`config.mk`:
```
export PLATFORM = sky130hd
export DESIGN_NAME = pc_unit
export DESIGN_NICKNAME = d
export VERILOG_FILES = /design/src/rtl/pc_unit.sv
export SDC_FILE = /design/constraint.sdc
export NUM_CORES = 1
export LEC_CHECK = 0
export BUFFER_PORTS_ARGS = -buffer_cell sky130_fd_sc_hd__buf_4
export CAP_MARGIN = 20
export CORE_MARGIN = 1
export CORE_UTILIZATION = 51
export DETAILED_ROUTE_END_ITERATION = 8
export GPL_ROUTABILITY_DRIVEN = 1
export PLACE_DENSITY = 0.89
export SLEW_MARGIN = 5
export SYNTH_ARGS = -nofsm -noshare
export SYNTH_HDL_FRONTEND = slang
export SYNTH_SLANG_ARGS = --single-unit
```
`constraint.sdc`:
```
create_clock -name CLK -period 4.6 [get_ports CLK]
set_input_delay 0.46 -clock CLK [delete_from_list [all_inputs] [get_ports CLK]]
set_output_delay 0.46 -clock CLK [all_outputs]
set_load 0.01 [all_outputs]
```
`src/rtl/pc_unit.sv`:
```
// pc_unit: program counter and instruction fetch for the unpipelined Beta-style core.
// Sequences IDLE -> FETCH -> EXEC. FETCH waits on an IMEM_REQ/IMEM_ACK
// handshake. EXEC presents one instruction to the control unit for a single
// cycle. The PC advances on the edge that leaves EXEC. PC[31] is the
// supervisor bit. All arithmetic stays inside PC[30:0].
module pc_unit #(
  parameter logic [31:0] RESET_VEC = 32'h80000000,
  parameter logic [31:0] ILLOP_VEC = 32'h80000004,
  parameter logic [31:0] XADR_VEC  = 32'h80000008,
  parameter int unsigned TIMEOUT   = 16            // legal range 2..255
) (
  input  logic        CLK,
  input  logic        RESET,
  input  logic [2:0]  PCSEL,
  input  logic [31:0] JT,
  input  logic        IRQ_IN,
  input  logic        IMEM_ACK,
  input  logic [31:0] IMEM_DATA,
  output logic        IMEM_REQ,
  output logic [31:0] IMEM_ADDR,
  output logic [31:0] instruction,
  output logic        INSTR_VALID,
  output logic        IRQ,
  output logic [31:0] PC,
  output logic [31:0] PC_PLUS4,
  output logic        FETCH_ERR
);

  typedef enum logic [1:0] {
    S_IDLE  = 2'd0,
    S_FETCH = 2'd1,
    S_EXEC  = 2'd2
  } state_t;

  // PCSEL encodings driven by the control unit.
  localparam logic [2:0] SEL_PLUS4 = 3'd0;
  localparam logic [2:0] SEL_BRNCH = 3'd1;
  localparam logic [2:0] SEL_JMP   = 3'd2;
  localparam logic [2:0] SEL_ILLOP = 3'd3;
  localparam logic [2:0] SEL_XADR  = 3'd4;

  // Last counter value before a fetch is declared timed out.
  localparam logic [7:0] CNT_LAST = 8'(TIMEOUT - 1);

  state_t      r_state;
  state_t      w_state_next;
  logic [31:0] r_pc;
  logic [31:0] r_instr;
  logic        r_irq_pending;
  logic        r_fetch_err;
  logic [7:0]  r_count;

  logic        w_in_fetch;
  logic        w_in_exec;
  logic [31:0] w_pc_plus4;
  logic [31:0] w_br_offset;
  logic [31:0] w_br_sum;
  logic [31:0] w_br_target;
  logic [31:0] w_jmp_target;
  logic [31:0] w_next_pc;
  logic        w_unused_bits;

  assign w_in_fetch = (r_state == S_FETCH);
  assign w_in_exec  = (r_state == S_EXEC);

  // Increment wraps inside bits [30:0]; the supervisor bit passes through.
  assign w_pc_plus4 = {r_pc[31], r_pc[30:0] + 31'd4};

  // Branch displacement is a sign-extended word offset. Only the low 31 bits
  // of the sum are kept, so the branch can never change the supervisor bit.
  assign w_br_offset = {{14{r_instr[15]}}, r_instr[15:0], 2'b00};
  assign w_br_sum    = w_pc_plus4 + w_br_offset;
  assign w_br_target = {r_pc[31], w_br_sum[30:0]};

  // A jump may drop supervisor mode but never raise it. It always lands word-aligned.
  assign w_jmp_target = {r_pc[31] & JT[31], JT[30:2], 2'b00};

  // These bits are deliberately discarded by the target computations above.
  assign w_unused_bits = &{1'b0, JT[1:0], w_br_sum[31]};

  // Next-PC multiplexer. Undefined selects fall back to the illegal-op vector.
  always_comb begin
    // NOTE: a default assignment first keeps every path assigned, so no latch is inferred.
    w_next_pc = ILLOP_VEC;
    case (PCSEL)
      SEL_PLUS4: w_next_pc = w_pc_plus4;
      SEL_BRNCH: w_next_pc = w_br_target;
      SEL_JMP:   w_next_pc = w_jmp_target;
      SEL_ILLOP: w_next_pc = ILLOP_VEC;
      SEL_XADR:  w_next_pc = XADR_VEC;
      default:   w_next_pc = ILLOP_VEC;
    endcase
  end

  // Sequencer next state. FETCH holds until the memory acknowledges.
  always_comb begin
    w_state_next = r_state;
    case (r_state)
      S_IDLE:  w_state_next = S_FETCH;
      S_FETCH: if (IMEM_ACK) w_state_next = S_EXEC;
      S_EXEC:  w_state_next = S_FETCH;
      default: w_state_next = S_IDLE;
    endcase
  end

  // Sequencer state register. Reset is asynchronous, so IMEM_REQ drops immediately.
  always_ff @(posedge CLK or posedge RESET) begin
    // NOTE: state uses non-blocking assignments so every flop samples pre-edge values.
    if (RESET) r_state <= S_IDLE;
    else       r_state <= w_state_next;
  end

  // Fetch capture and timeout watchdog. An ACK on the timeout edge takes priority.
  always_ff @(posedge CLK or posedge RESET) begin
    if (RESET) begin
      r_instr     <= '0;
      r_count     <= '0;
      r_fetch_err <= 1'b0;
    end else if (w_in_fetch) begin
      if (IMEM_ACK) begin
        r_instr <= IMEM_DATA;
        r_count <= '0;
      end else if (r_count == CNT_LAST) begin
        r_fetch_err <= 1'b1;
        r_count     <= '0;
      end else begin
        r_count <= r_count + 8'd1;
      end
    end
  end

  // The program counter advances only on the edge that leaves EXEC.
  always_ff @(posedge CLK or posedge RESET) begin
    if (RESET)          r_pc <= RESET_VEC;
    else if (w_in_exec) r_pc <= w_next_pc;
  end

  // Latches interrupt requests. Taking the interrupt clears the latch and wins over a new request on the same edge.
  always_ff @(posedge CLK or posedge RESET) begin
    if (RESET)                                  r_irq_pending <= 1'b0;
    else if (w_in_exec && (PCSEL == SEL_XADR))  r_irq_pending <= 1'b0;
    else if (IRQ_IN)                            r_irq_pending <= 1'b1;
  end

  assign IMEM_REQ    = w_in_fetch;
  assign IMEM_ADDR   = {1'b0, r_pc[30:2], 2'b00};
  assign instruction = r_instr;
  assign INSTR_VALID = w_in_exec;
  assign IRQ         = r_irq_pending & ~r_pc[31] & w_in_exec;
  assign PC          = r_pc;
  assign PC_PLUS4    = w_pc_plus4;
  assign FETCH_ERR   = r_fetch_err;

endmodule

```
After elaboration in Yosys (flattened, before gate mapping)

Cells that the tools add are included.

Add/sub/neg operators: 3
Equal/unequal tests: 7
Multiplexer cells: 7
Bitwise operators: 7
Reductions and logical operators: 8

Operator list:

| operator                                                               | number |
|---|---|
| 32-bit one-hot mux with 4 select lines                                 | 1 |
| 31-bit by 3-bit adder with 31-bit output (second input constant)       | 1 |
| 31-bit adder                                                           | 1 |
| 8-bit 2-to-1 mux                                                       | 2 |
| 8-bit by 1-bit adder with 8-bit output (second input constant)         | 1 |
| 8-bit by 4-bit equality test with 1-bit output (second input constant) | 1 |
| 3-bit AND reduction                                                    | 2 |
| 1-bit inverter                                                         | 4 |
| 2-bit one-hot mux with 2 select lines                                  | 1 |
| 1-bit bitwise AND                                                      | 3 |
| 3-bit by 1-bit equality test with 1-bit output (second input constant) | 1 |
| 3-bit by 2-bit equality test with 1-bit output (second input constant) | 1 |
| 3-bit equality test (second input constant)                            | 1 |
| 3-bit zero test                                                        | 1 |
| 2-bit by 1-bit equality test with 1-bit output (second input constant) | 1 |
| 2-bit equality test (second input constant)                            | 1 |
| 2-bit zero test                                                        | 1 |
| 1-bit 2-to-1 mux                                                       | 2 |
| 2-bit 2-to-1 mux                                                       | 1 |
| 2-bit != test (second input constant)                                  | 1 |
| 2-bit AND reduction                                                    | 1 |
| 2-bit nonzero test                                                     | 1 |
| 2-bit OR reduction                                                     | 1 |
| 1-bit logical AND                                                      | 1 |

Bits in registers: 76
Word-level logic and storage cells: 39

Longest topological paths before layout

Depth after elaboration: 3
Depth in mapped cells: 15
Depth with buffers taken out: 14

Worst setup path before layout

Ideal clock, no wire load.

Kind: reg-to-reg
Start point: register r_pc[4] (netlist: PC[4])
End point: register r_pc[30] (netlist: PC[30])
Data arrival time: 3.572 ns
Data required time: 4.513 ns
Setup slack: 0.942 ns
Stages on the path, launching flop included: 13
Clock period less this slack: 3.658 ns
Path through: dfrtp_1 -> nand4_1 -> nor3_1 -> nand3_1 -> xnor2_1 -> ha_1 -> clkdlybuf4s50_2 -> a21oi_1 -> o21a_1 -> nor2_1 -> a211o_1 -> a2111o_1 -> o211ai_1

Cells in the longest elaborated chain, start to end: 3

RTL lines:

| item                                     | RTL line | RTL |
|---|---|---|
| from (decl)                              | 47       | `logic [31:0] r_pc;` |
| from (signal assigned)                   | 135      | `else if (w_in_exec) r_pc <= w_next_pc;` |
| 31-bit by 3-bit adder with 31-bit output | 67       | `assign w_pc_plus4 = {r_pc[31], r_pc[30:0] + 31'd4};` |
| net PC_PLUS4[25]                         | 25       | `output logic [31:0] PC_PLUS4,` |
| 31-bit adder                             | 72       | `assign w_br_sum = w_pc_plus4 + w_br_offset;` |
| 32-bit one-hot mux with 4 select lines   | 85       | `case (PCSEL)` |

The timed path passes the listed nets, and every way through them passes these cells.
A chain may end at the register's enable or synchronous reset.

Final worst setup path

Start point: register r_pc[14] (netlist: PC[14])
End point: register r_pc[29] (netlist: PC[29])

Cells in the longest elaborated chain, start to end: 3

RTL lines:

| item                                       | RTL line |
|---|---|
| 31-bit by 3-bit adder with 31-bit output * | 67 |
| 31-bit adder                               | 72 |
| 32-bit one-hot mux with 4 select lines *   | 85 |

Every way passes the cells marked *; elsewhere a longest branch is shown, timed or not.

==> impl_metrics.yaml <==
logic_synthesis:
  synth_top_family_by_area: "compound AO/OA/AOI/OAI gates"
  syn_inst: 660
  synth_edf_count: 0
  synth_flop_cell: "dfrtp_1"
  synth_top_area_share_pct: 31.4
  syn_area_um2: 5830
  yosysWarnings: 0
  syn-mean-instance-area_um2: 8.83
  synth_fa_ha_area_share_pct: 7.22
  synth-seq-cells: 74
  synth_xor_area_share_pct: 7.90
  synth_compound_area_share_pct: 22.2
  yosysTopAreaCell: "dfrtp_1"
  async_flop_share_pct: 100
  synthDistinctLibCells: 74
  synth_area_leaders: "dfrtp_1 (31%), ha_1 (6.9%), mux2_2 (6.2%), buf_4 (4.8%), o21ai_0 (4.6%)"
  ys_seq_area_share_pct: 31.8
  synth-simple-area-share_pct: 16.0
  yosys-mux-area-fraction_pct: 6.87
clocking:
  numCtsBuffers: 9
  h-tree-depth: 3
  clock_path_buffers: 2
  ctsRootBufferMaster: "clkbuf_16"
  cts_hold_buf: 0
  postCtsSetupBuffers: 0
  cts_tree: "built"
  insertion_delay_ns: 0.34
  post_cts_resized: 0
  clk_pin_slew_ns: 0.07
  clock-sinks: 74
route:
  wl_per_cell_um: 18.5
  drtIter0Drc: 494
  drt_wl_total_um: 17800
  dr_total_vias: 5857
  drcViolationCount: 0
  ant_nets: 0
  first_pass_iters: 5
  viasPerCell: 6.09
global_routing:
  antenna_found_initial: 0
  grt_max_degree: 41
  grt_overflow: 0
  grt_usage_pct: 30.5
  grt_pass1_wl_um: 27700
  grt_pass1_vias: 5459
floorplan:
  start_util_pct: 53.0
  ioPinCount: 203
  dieArea_um2: 11900
  rows: 38
  fp.coreArea_um2: 11000
  die_y_um: 109
  die_w_um: 109
finish:
  antenna_cells: 0
  nets: 921
  mostFrequentLayoutCell: "buf_4"
  fillers: 935
  final_cell_mix: "buf_4 (203), dfrtp_1 (73), nand2_1 (67)"
  design_area_um2: 7470
  layout-drive-gt1-share_pct: 33.1
  layoutNonFillerInstCount: 962
  area_delta_synth_final_pct: 28.2
worst_setup_path:
  cp.arrival_ns: 4.18
  critPathLaunchType: "flop"
  required_ns: 4.79
  crit_fanout: 8
  cp-end-kind: "flop"
  path_class: "reg -> reg"
power_and_ir_drop:
  p_leak_nw: 3.52
  p_per_area_nw_per_um2: 548
  ir_worst_vdd_mv: 0.345
run:
  cap_viol_max_count: 0
place:
  placedCellCount: 946
  gp_congestion: 0.937
  hpwl_um: 13200
  port_buffers: 193
  place_area_um2: 7160
timing:
  rsz0062_at_grt: "no"
  fin_worst_skew_ns: 0.0118
  slew_headroom_pct: 36.2
  maxSlewViolCount: 0
  fin_crit_ns: 3.99
  max_freq_ghz: 0.250
  hold_viol_final: 0
  post-route-period-util_pct: 86.8
  tightest_slew_ns: 0.951
  fin_tns_setup_ns: 0
  setup_viol: 0
run_status:
  status: "complete, no violations"
worst_hold_path:
  min_path_type: "in -> async"
-- logic make-up after synthesis --
| kind of cell | Yosys count |
|---|---|
| AO/OA/AOI/OAI | 194 |
| XOR/XNOR | 51 |
| adder cells (fa/ha/maj) | 33 |
| buffers and inverters | 80 |
| flip-flops | 74 |
| multiplexers | 36 |
| other | 1 |
| AND/OR/NAND/NOR | 191 |
-- area by class of cell --
class / count / area, um^2 / area share [%]
Clock buffer: 10 / 239 / 3.20
Timing Repair Buffer: 203 / 1520 / 20.4
Sequential cell: 74 / 1850 / 24.8
Tap cell: 140 / 175 / 2.35
Multi-Input combinational cell: 512 / 3540 / 47.4
Clock inverter: 6 / 72.6 / 0.972
Inverter: 17 / 65.1 / 0.871
-- power by group --
part           internal (mW)  switching [mW]
Combinational           1.05            1.22
Clock                  0.441           0.310
Sequential             0.822           0.244
-- sequential cells by signal (all words and copies together) (netlist names) --
register / flops
PC: 30
r_state: 2
r_count: 8
instruction: 32
r_irq_pending: 1
FETCH_ERR: 1
-- path summary, 6_finish.rpt --
kind | startpoint | endpoint | slack (ns) | cells after the start
setup / recovery | PC[14] | PC[29] | 0.61 | 12
hold / removal | RESET | instruction[2] | 0.22 | 2
setup reg to reg | PC[14] | PC[29] | 0.61 | 12
hold reg to reg | FETCH_ERR | FETCH_ERR | 0.48 | 1
max in group asynchronous | RESET | PC[17] | 3.48 | 3
min in group CLK | IMEM_DATA[28] | instruction[28] | 0.35 | 2
-- critical path, stage by stage, from the launching register on --
cell	delay, ns
dfrtp_1	0.48
and4_1	0.31
and2_0	0.46
nand4_1	0.24
xnor2_1	0.23
ha_1	0.46
nand4_1	0.20
or2_2	0.34
o221a_2	0.26
o41a_1	0.12
o41ai_1	0.43
xnor2_1	0.21
o21ai_0	0.10
-- Yosys cell counts, types with 17 or more instances --
master and instances:
a21oi_1 46, a22oi_1 17, buf_4 37, clkbuf_1 18, dfrtp_1 73, ha_1 32, mux2_2 32, nand2_1 67
nand3_1 20, nor2_1 37, o21ai_0 54, xnor2_1 30, xor2_1 20
-- stage by stage --
step	hold WS [ns]	util, %	power (mW)	worst slack [ns]
finish	0.217	68.0	4.09	0.606
global route	0.280	68.0	4.36	0.373
CTS	0.247	68.0	4.06	0.736
detailed placement	0.461	65.2	3.30	0.748
global placement	0.457	65.2	3.24	0.799
floorplan	0.442	-	2.52	0.942
-- metal layers --
layer	global-route usage [%]	part of all wire (%)	wire (um)	vias up
met5	0	0	0	-
met4	9.75	2.6	454	0
met3	6.69	9.1	1620	38
met2	49.8	47	8430	318
met1	40.0	41	7280	2798
li1	-	-	-	2703
No activity file was read; power rests on OpenSTA's default activity.
